`src/rtl/axi4_lite_pkg.sv`:
```
`default_nettype none
// +--------------------------------------------------------------------+
// | Package    : axi4_lite_pkg                                         |
// | Description: AXI4-Lite response codes and master state encodings  |
// | Revision   : 1.0                                                   |
// +--------------------------------------------------------------------+
package axi4_lite_pkg;

    typedef enum logic [1:0] {
        OKAY   = 2'b00,
        EXOKAY = 2'b01,
        SLVERR = 2'b10,
        DECERR = 2'b11
    } axi_resp_t;

    typedef enum logic [1:0] {
        ST_IDLE = 2'b00,
        ST_ADDR = 2'b01,
        ST_DATA = 2'b10
    } m_axi_read_states;

    // EXOKAY counts as an error: a plain load never requests exclusive access.
    function automatic logic resp_is_error(input logic [1:0] resp);
        return resp != OKAY;
    endfunction

endpackage
`default_nettype wire

```
`src/rtl/axi4_lite_read_master.sv`:
```
`default_nettype none
// +--------------------------------------------------------------------+
// | Module     : axi4_lite_read_master                                 |
// | Description: single-outstanding AXI4-Lite read master with a       |
// |              status-only stall watchdog                            |
// | Revision   : 1.0                                                   |
// +--------------------------------------------------------------------+
module axi4_lite_read_master
    import axi4_lite_pkg::*;
#(
    parameter int ADDR_WIDTH     = 32,
    parameter int DATA_WIDTH     = 32,
    parameter int TIMEOUT_CYCLES = 256
) (
    input  logic                  clk,
    input  logic                  rst,
    input  logic                  start_read,
    input  logic [ADDR_WIDTH-1:0] read_addr,
    output logic                  read_busy,
    output logic [DATA_WIDTH-1:0] read_data,
    output logic                  read_done,
    output logic                  read_error,
    output logic                  read_timeout,
    output logic [ADDR_WIDTH-1:0] M_AXI_ARADDR,
    output logic                  M_AXI_ARVALID,
    input  logic                  M_AXI_ARREADY,
    input  logic [DATA_WIDTH-1:0] M_AXI_RDATA,
    input  logic [1:0]            M_AXI_RRESP,
    input  logic                  M_AXI_RVALID,
    output logic                  M_AXI_RREADY
);

    localparam int            TW         = $clog2(TIMEOUT_CYCLES + 1);
    localparam logic [TW-1:0] WDOG_LIMIT = TW'(TIMEOUT_CYCLES);
    localparam logic [TW-1:0] WDOG_ONE   = TW'(1);

    m_axi_read_states        state_q, state_d;
    logic [ADDR_WIDTH-1:0]   araddr_q, araddr_d;
    logic [DATA_WIDTH-1:0]   read_data_q, read_data_d;
    logic                    read_error_q, read_error_d;
    logic                    read_done_q, read_done_d;
    logic                    read_timeout_q, read_timeout_d;
    logic [TW-1:0]           wdog_q, wdog_d;

    logic w_start;
    logic w_ar_hs;
    logic w_r_hs;
    logic w_busy;

    assign w_busy  = (state_q != ST_IDLE);
    assign w_start = (state_q == ST_IDLE) && start_read;
    assign w_ar_hs = (state_q == ST_ADDR) && M_AXI_ARREADY;
    assign w_r_hs  = (state_q == ST_DATA) && M_AXI_RVALID;

    // Next-state logic
    always_comb begin
        state_d = state_q;
        case (state_q)
            ST_IDLE: if (w_start) state_d = ST_ADDR;
            ST_ADDR: if (w_ar_hs) state_d = ST_DATA;
            ST_DATA: if (w_r_hs)  state_d = ST_IDLE;
            default:              state_d = ST_IDLE;
        endcase
    end

    always_ff @(posedge clk or posedge rst) begin
        if (rst) begin
            state_q <= ST_IDLE;
        end else begin
            state_q <= state_d;
        end
    end

    // Address latch, R capture and watchdog
    always_comb begin
        araddr_d       = araddr_q;
        read_data_d    = read_data_q;
        read_error_d   = read_error_q;
        read_done_d    = 1'b0;
        read_timeout_d = read_timeout_q;
        wdog_d         = wdog_q;

        if (w_start) begin
            araddr_d       = read_addr;
            read_timeout_d = 1'b0;
            wdog_d         = '0;
        end

        if (w_r_hs) begin
            read_data_d  = M_AXI_RDATA;
            read_error_d = resp_is_error(M_AXI_RRESP);
            read_done_d  = 1'b1;
        end

        // Saturating count; the flag only reports, the FSM keeps waiting.
        if (w_busy) begin
            if (wdog_q != WDOG_LIMIT) begin
                wdog_d = wdog_q + WDOG_ONE;
            end
            if (wdog_d == WDOG_LIMIT) begin
                read_timeout_d = 1'b1;
            end
        end
    end

    always_ff @(posedge clk or posedge rst) begin
        if (rst) begin
            araddr_q       <= '0;
            read_data_q    <= '0;
            read_error_q   <= 1'b0;
            read_done_q    <= 1'b0;
            read_timeout_q <= 1'b0;
            wdog_q         <= '0;
        end else begin
            araddr_q       <= araddr_d;
            read_data_q    <= read_data_d;
            read_error_q   <= read_error_d;
            read_done_q    <= read_done_d;
            read_timeout_q <= read_timeout_d;
            wdog_q         <= wdog_d;
        end
    end

    // Handshake outputs decode the state flop so reset drops them at once.
    assign read_busy     = w_busy;
    assign M_AXI_ARVALID = (state_q == ST_ADDR);
    assign M_AXI_RREADY  = (state_q == ST_DATA);
    assign M_AXI_ARADDR  = araddr_q;
    assign read_data     = read_data_q;
    assign read_error    = read_error_q;
    assign read_done     = read_done_q;
    assign read_timeout  = read_timeout_q;

endmodule
`default_nettype wire
```
`config.mk`:
```
export PLATFORM = sky130hd
export DESIGN_NAME = axi4_lite_read_master
export DESIGN_NICKNAME = d
export VERILOG_FILES = /design/src/rtl/axi4_lite_pkg.sv /design/src/rtl/axi4_lite_read_master.sv
export SDC_FILE = /design/constraint.sdc
export NUM_CORES = 1
export LEC_CHECK = 0
export ABC_AREA = 0
export CAP_MARGIN = 20
export CORE_AREA = 8 8 94 96
export CTS_BUF_LIST = sky130_fd_sc_hd__clkbuf_16
export DETAILED_ROUTE_END_ITERATION = 16
export DIE_AREA = 0 0 102 104
export HOLD_SLACK_MARGIN = 0.1
export PLACE_DENSITY = 0.83
export SYNTH_ARGS = -nofsm -noshare
export SYNTH_HDL_FRONTEND = slang
export SYNTH_SLANG_ARGS = --single-unit
```
`constraint.sdc`:
```
create_clock -name clk -period 4.7 [get_ports clk]
set_input_delay 0.94 -clock clk [delete_from_list [all_inputs] [get_ports clk]]
set_output_delay 0.94 -clock clk [all_outputs]
set_load 0.01 [all_outputs]
```
; ---- Yosys cells after proc, flatten, opt, wreduce, memory -nomap -nowiden
; Index checks and enable logic that the tools add are counted.
[classes]
n_reduce_logical = 7
addsub = 1
n_eq_ne = 7
muxes = 12
[ops]
columns = cell, n
row1 = $mux W9, 4
row2 = $add A9 B1 Y9 const B, 1
row3 = $eq A9 B9 Y1 const B, 1
row4 = $ne A9 B9 Y1 const B, 1
row5 = $mux W2, 3
row6 = $pmux W2 S3, 1
row7 = $mux W1, 4
row8 = $ne A2 B1 Y1 const B, 2
row9 = $reduce_bool A2 Y1, 2
row10 = $logic_and A1 B1 Y1, 3
row11 = $reduce_and A3 Y1, 1
row12 = $eq A2 B1 Y1 const B, 1
row13 = $eq A2 B2 Y1 const B, 1
row14 = $logic_not A2 Y1, 1
row15 = $ne A2 B2 Y1 const B, 1
[word_totals]
regBits = 78
word_cells = 34
out_inout_bits = 70

; ---- Depth between registers and ports, before layout
; Gate-level depths: netlist (run 1).
[logic_depth]
ltp_word = 8
depth_mapped = 7

; ---- Worst setup path before layout (run 1)
; Ideal clock, no wire load.
[synth_timing]
kind = input-to-reg
startpoint = input M_AXI_RVALID
endpoint = register read_data_q[0] (netlist: read_data[0])
slack_ps = 2885
cell_stages = 3
setup_time_ps = 125
arrival_ps = 1690
cell_sequence = nand2_1 > buf_2 > mux2_2
[synth_between]
elab_chain_cells = 1
[synth_lines]
columns = item, line
row1 = start: declaration, axi4_lite_read_master.sv:29  ; input logic M_AXI_RVALID,
row2 = $logic_and A1 B1 Y1, axi4_lite_read_master.sv:53  ; assign w_r_hs = (state_q == ST_DATA) && M_AXI_RVALID;
row3 = end signal: assignment, axi4_lite_read_master.sv:116  ; read_data_q <= read_data_d;
row4 = end: declaration, axi4_lite_read_master.sv:39  ; logic [DATA_WIDTH-1:0] read_data_q, read_data_d;
; Every way passes these cells.
; A chain may end at the register's enable or synchronous reset.

; ---- Final worst setup path (run 1)
[layout_timing]
startpoint = register state_q[1]
endpoint = output read_busy
[layout_between]
elab_chain_cells = 1
[layout_lines]
columns = item, line
row1 = start: declaration, axi4_lite_read_master.sv:37  ; m_axi_read_states state_q, state_d;
row2 = start signal: assignment, axi4_lite_read_master.sv:70  ; state_q <= state_d;
row3 = $reduce_bool A2 Y1, axi4_lite_read_master.sv:50  ; assign w_busy = (state_q != ST_IDLE);
row4 = end: declaration, axi4_lite_read_master.sv:19  ; output logic read_busy,
; Every way passes these cells.

==> results.yml, run 1 <==
route:
  remaining_drc_errors: 0
  vias: 2598
  routedWlPerCell_um: 15.6
  vias_per_cell: 4.78
  drt.antenna.violating_nets: 0
  drt_first_iter_violations: 76
  routed_wl_um: 8490
  first_pass_iters: 4
placed_design:
  placement.io_buffers: 140
  dp_hpwl_um: 6360
  gpl.final_weighted_congestion: 0.762
  placedInstanceArea_um2: 4690
global_route:
  globalRouteOverflowTotal: 0
  grt_max_degree: 41
  grt_antenna_before_repair: 0
  grt_pass1_vias: 2773
  groute.usage.overall_pct: 16.3
  grt_first_pass_wirelength_um: 13600
yosys:
  synth.avg_cell_area_um2: 10.9
  synth_top_area_share_pct: 60.6
  synth_cells: 297
  synth.yosys.seq_area_share_pct: 60.6
  yosys_register_bits: 78
  synth.distinct_cells: 34
  ys_top_cells_by_area: "sky130_fd_sc_hd__dfrtp_1 (61%), sky130_fd_sc_hd__nand2_1 (13%), sky130_fd_sc_hd__mux2_2 (11%)"
  synthesis.nets: 370
  post-synth-top-count-cell: "sky130_fd_sc_hd__nand2_1"
  synth_flop_cell: "sky130_fd_sc_hd__dfrtp_1"
  synth.yosys.warnings: 0
  synth_enable_flop_cells: 0
  synth_area_leader_cell: "sky130_fd_sc_hd__dfrtp_1"
  synth-async-reset-ratio_pct: 100
  synth.top_cells.by_count: "sky130_fd_sc_hd__nand2_1 (108), sky130_fd_sc_hd__dfrtp_1 (78), sky130_fd_sc_hd__mux2_2 (32)"
  post_synth_instance_area_um2: 3220
cts:
  tritoncts_num_sinks: 78
  cts_resized: 0
  worst_skew_pair_latency_ns: 0.33
  cts_hold_repair.buffers: 0
  post_cts.repair.setup_buffers: 0
  numCtsBuffers: 9
  clock_tree.root_cell: "sky130_fd_sc_hd__clkbuf_16"
  clk_transition_reported_paths_ns: 0.06
  clock_tree.buffer_depth: 2
  cts-htree-levels: 3
  cts_tree: "built"
sta:
  post-route-period-util_pct: 62.7
  final_hold_violation_count: 0
  grt_setup_unrepaired: "false"
  fin_skew_ns: 0.00564
  timing_max_transition_violations_final: 0
  period_needed_ns: 2.95
  setup_violations: 0
  fmax_mhz: 339
  max-slew-margin-rel_pct: 44.2
  finalSetupTns_ns: 0
  hold-worst-slack_ns: 0.475
  tightest_slew_ns: 0.835
pwr:
  ir_worst_vdd_v: 0.000290
  p_leak_nw: 2.30
  power_density_nw_per_um2: 633
worst_setup_path:
  cp_required_ns: 3.76
  critical_path_class: "flop to output pin"
  timing.critical_path.fanout_max: 11
  setup.worst_path.end_class: "output pin"
  arrival_time_of_data_at_the_critical_path_endpoint_ns: 2.01
  worstSetupStartpointType: "flop"
outcome:
  outcome: "completed"
floorplanning:
  row_count: 32
  dieArea_um2: 10600
  floorplan.initialDensity_pct: 43.3
  floorplan.io_pins: 141
  die_outline_width_um: 102
  die_outline_height_um: 104
  design.core.area_um2: 7450
job:
  cap_violations: 0
worst_hold_path:
  hold_path_class: "flop to flop"
finish:
  postLayoutCellArea_um2: 5010
  antenna-diode-count: 0
  layout-area-overhead-vs-synth_pct: 55.6
  final_layout_size_suffix_gt1_share_pct: 12.7
  layout.nets: 510
==> cell usage in the layout, fill, tap and decap left out, types with 2 or more instances in the layout <==
master	instances
sky130_fd_sc_hd__a21o_1	3
sky130_fd_sc_hd__a22o_1	2
sky130_fd_sc_hd__a31oi_1	2
sky130_fd_sc_hd__and3_1	2
sky130_fd_sc_hd__and3_2	2
sky130_fd_sc_hd__buf_4	2
sky130_fd_sc_hd__clkbuf_16	10
sky130_fd_sc_hd__clkdlybuf4s50_1	140
sky130_fd_sc_hd__clkinvlp_4	3
sky130_fd_sc_hd__dfrtp_1	78
sky130_fd_sc_hd__ha_1	2
sky130_fd_sc_hd__inv_1	8
sky130_fd_sc_hd__mux2_2	32
sky130_fd_sc_hd__nand2_1	108
sky130_fd_sc_hd__nand3_1	4
sky130_fd_sc_hd__nor2_1	4
sky130_fd_sc_hd__nor3b_1	3
sky130_fd_sc_hd__o21ai_0	12
sky130_fd_sc_hd__o31a_1	2
sky130_fd_sc_hd__xnor2_1	4
sky130_fd_sc_hd__xor2_1	2
==> area by class of cell <==
type / count / area (um^2)
Timing Repair Buffer: 144 / 1470
Inverter: 7 / 26.3
Clock inverter: 7 / 43.8
Multi-Input combinational cell: 197 / 1170
Clock buffer: 9 / 225
Tap cell: 102 / 128
Sequential cell: 78 / 1950
Fill cell: 594 / 2430
==> worst max-delay path, stage by stage, from the launching register on <==
cell,delay [ns]
sky130_fd_sc_hd__dfrtp_1,0.40
sky130_fd_sc_hd__nor2_1,0.48
sky130_fd_sc_hd__inv_1,0.26
sky130_fd_sc_hd__clkdlybuf4s50_1,0.54
==> per-stage QoR <==
step | setup slack, ns | total power [W] | utilization, % | instances
after floorplan | 1.76 | 0.00176 | - | 297
after global placement | 1.84 | 0.00250 | 63.0 | 526
after detailed placement | 1.80 | 0.00255 | 63.0 | 526
after global routing | 1.61 | 0.00338 | 67.3 | 544
after CTS | 1.75 | 0.00318 | 66.6 | 542
final | 1.75 | 0.00317 | 67.3 | 544
==> final timing paths <==
path / from / end / slack, ns / cells past startpoint
max in group asynchronous: rst / read_data[3] / 2.60 / 3
max reg2reg: state_q[1] / read_timeout / 2.69 / 6
min reg2reg: M_AXI_ARADDR[15] / M_AXI_ARADDR[15] / 0.47 / 2
max: state_q[1] / read_busy / 1.75 / 3
min in group asynchronous: rst / M_AXI_ARADDR[17] / 1.09 / 2
min: M_AXI_ARADDR[15] / M_AXI_ARADDR[15] / 0.47 / 2
==> metal layers <==
layer	share of wire [%]	vias up	GRT usage (%)	wire (um)
met5	0	-	0	0
met4	2.1	0	5.98	174
met3	9.5	15	7.30	807
met2	49	95	26.7	4170
met1	39	1231	17.9	3330
li1	-	1257	-	-
==> cell families (layout without fill, tap and decap cells) <==
logic type,Yosys count,count (layout),synth area share (%)
buf+inv,22,167,3.14
simple gates,132,132,17.5
fa+ha+maj,2,2,0.776
flops,78,78,60.6
compound gates,25,25,5.24
mux,32,32,11.2
xor+xnor,6,6,1.63
==> power breakdown <==
part,internal [W],switching (W),leakage (nW)
clock,0.000353,0.000262,0.130
sequential,0.000973,0.000164,0.966
combinational,0.000811,0.000611,1.20
==> state kept, by name, summed over array words and instances, names as in the netlist <==
register	count
state_q	2
read_error	1
read_timeout	1
wdog_q	9
read_done	1
read_data	32
M_AXI_ARADDR	32
No activity file was read; power rests on OpenSTA's default activity.
==> run 2: changes to the inputs <==
--- a/config.mk
+++ b/config.mk
@@ -7,12 +7,12 @@
 export LEC_CHECK = 0
 export ABC_AREA = 0
 export CAP_MARGIN = 20
-export CORE_AREA = 8 8 94 96
+export CORE_AREA = 8 8 97 99
 export CTS_BUF_LIST = sky130_fd_sc_hd__clkbuf_16
 export DETAILED_ROUTE_END_ITERATION = 16
-export DIE_AREA = 0 0 102 104
+export DIE_AREA = 0 0 105 107
 export HOLD_SLACK_MARGIN = 0.1
-export PLACE_DENSITY = 0.83
+export PLACE_DENSITY = 0.79
 export SYNTH_ARGS = -nofsm -noshare
 export SYNTH_HDL_FRONTEND = slang
 export SYNTH_SLANG_ARGS = --single-unit
==> constraint.sdc (replaced) <==
create_clock -name clk -period 2.95 [get_ports clk]
set_input_delay 0.59 -clock clk [delete_from_list [all_inputs] [get_ports clk]]
set_output_delay 0.59 -clock clk [all_outputs]
set_load 0.01 [all_outputs]
==> run 2 against run 1 <==
Non-clock buffer count is 2 higher; sequential power increased by 60%; first-iteration DRC count is 17% higher; setup slack got worse by 1.1 ns; die area increased by 5.9%; count of clock-buffer cells in the layout unchanged; via count is 0.65% higher; utilization fell by 3.8 points; sequential share of layout area decreased by 0.18 points; global-route usage down 1.0 points; critical path type unchanged; largest cell class unchanged.
==> results.yml, run 2 (synthesis gave the netlist of run 1 again) <==
worst_setup_path:
  critical_path.cell_chain: "nor2_1 > buf_4 > inv_1 > clkdlybuf4s50_1"
  timing.critical_path.fanout_max: 11
  reg_to_reg_start: "wdog_q[1]"
  cp_required_ns: 2.36
  reg2regPathDepth: 6
  worst_path_max_delay_cell: "sky130_fd_sc_hd__clkdlybuf4s50_1"
  critical_path_class: "flop to output pin"
  worst-r2r-setup-slack_ns: 1.00
  worstSetupStartpointType: "flop"
  setup.worst_path.end_class: "output pin"
  arrival_time_of_data_at_the_critical_path_endpoint_ns: 1.67
  critical-path-max-stage-delay_ns: 0.58
  timing.rr.end: "read_timeout"
finish:
  layout.nets: 512
  fillerInstances: 687
  antenna-diode-count: 0
  most_common_cell_after_layout_fill_and_taps_aside: "sky130_fd_sc_hd__clkdlybuf4s50_1"
  layout-area-overhead-vs-synth_pct: 56.3
  final_layout_size_suffix_gt1_share_pct: 13.3
  final_cell_mix: "sky130_fd_sc_hd__clkdlybuf4s50_1 (140), sky130_fd_sc_hd__nand2_1 (108), sky130_fd_sc_hd__dfrtp_1 (78)"
  final_util_pct: 63.5
worst_hold_path:
  hold_path_end: "M_AXI_ARADDR[8]"
  worstHoldPathCells: 2
  hold_start: "M_AXI_ARADDR[8]"
  hold_path_class: "flop to flop"
global_route:
  grt_pass1_vias: 2713
  grt_max_degree: 45
  grt_first_pass_wirelength_um: 13800
  globalRouteOverflowTotal: 0
  grt_antenna_before_repair: 0
  groute.usage.overall_pct: 15.3
route:
  met3_wirelength_um: 691
  drt_first_iter_violations: 89
  routed_wl_um: 8660
  drt.antenna.violating_nets: 0
  met2_length_um: 4350
  vias_per_cell: 4.76
  remaining_drc_errors: 0
  first_pass_iters: 5
  detail_route.wirelength.met1_um: 3490
  routedWlPerCell_um: 15.8
  vias: 2615
  top_layer_used: "met4"
sta:
  fmax_mhz: 443
  tightest_slew_ns: 0.785
  period_needed_ns: 2.26
  setup_violations: 0
  finalSetupTns_ns: 0
  fin_skew_ns: 0.00377
  timing_max_transition_violations_final: 0
  post-route-period-util_pct: 76.5
  final_hold_violation_count: 0
  grt_setup_unrepaired: "false"
  max-slew-margin-rel_pct: 47.6
floorplanning:
  floorplan.initialDensity_pct: 40.7
  die_outline_height_um: 107
  die_outline_width_um: 105
  design.core.area_um2: 7930
  row_count: 33
  dieArea_um2: 11200
  floorplan.io_pins: 141
cts:
  tritoncts_num_sinks: 78
  cts_tree: "built"
  numCtsBuffers: 9
  cts_resized: 0
  clock_tree.buffer_depth: 2
  clk_transition_reported_paths_ns: 0.06
  cts_hold_repair.buffers: 0
  post_cts.repair.setup_buffers: 0
  cts-htree-levels: 3
  clock_tree.root_cell: "sky130_fd_sc_hd__clkbuf_16"
  worst_skew_pair_latency_ns: 0.33
pwr:
  power_switching_w: 0.00167
  power.share.switching_pct: 32.4
  power_density_nw_per_um2: 1020
  ir_worst_vdd_v: 0.000545
  p_int_w: 0.00348
  power.share.sequential_pct: 35.3
  p_total_w: 0.00515
  p_leak_nw: 2.31
  pwr-share-comb_pct: 43.5
  clock_power_share_pct: 21.2
placed_design:
  placement.io_buffers: 140
  gpl.final_weighted_congestion: 0.800
  dp_hpwl_um: 6460
job:
  cap_violations: 0
outcome:
  outcome: "completed"
-- run 2: changes by cell type in the layout (fill, tap and decap cells not counted), sizes merged --
cell      delta
clkbuf       -1
clkinv       +3
clkinvlp     -2
inv          -2
bufinv       +1
buf          +3
-- run 2: layout make-up --
type	instances	area [um^2]	area share (%)
clock buffer	9	225	4.47
sequential	78	1950	38.7
inverter	7	27.5	0.546
tap	105	131	2.61
multi-input combinational	197	1170	23.2
timing repair buffer	146	1460	29.0
clock inverter	7	72.6	1.44
-- run 2: worst max-delay path: cells and delay by family (launching register included) --
family | cells | cell delay, ns
buffers and inverters | 3 | 0.91
flip-flops | 1 | 0.37
AND/OR/NAND/NOR | 1 | 0.06
-- run 2: metal layers --
metal	vias to the layer above	track usage [%]
li1	1256	-
met1	1261	17.3
met2	85	25.0
met3	13	6.36
met4	0	6.22
met5	-	0
-- run 2: power by group through the flow --
stage	logic [W]	clock network, W	registers (W)
3_5_place_dp	0.00227	0	0.00183
3_3_place_gp	0.00223	0	0.00180
2_1_floorplan	0.000775	0	0.00202
4_1_cts	0.00229	0.00112	0.00182
5_1_grt	0.00243	0.00117	0.00188
6_report	0.00224	0.00109	0.00182
-- run 2: worst max path at each step --
stage	startpoint	to
2_1_floorplan	rst	M_AXI_ARADDR[0]
3_3_place_gp	start_read	wdog_q[0]
3_5_place_dp	start_read	wdog_q[0]
4_1_cts	state_q[0]	read_busy
5_1_grt	state_q[1]	read_busy
6_report	state_q[1]	read_busy
-- run 2: stage by stage --
step	instances	instance area [um^2]	worst slack, ns	hold slack (ns)
after floorplan	297	3220	0.365	0.514
after global placement	533	4740	1.05	0.456
after detailed placement	533	4740	1.02	0.461
final	549	5040	0.695	0.472
after CTS	549	5040	0.668	0.476
after global routing	549	5040	0.602	0.494
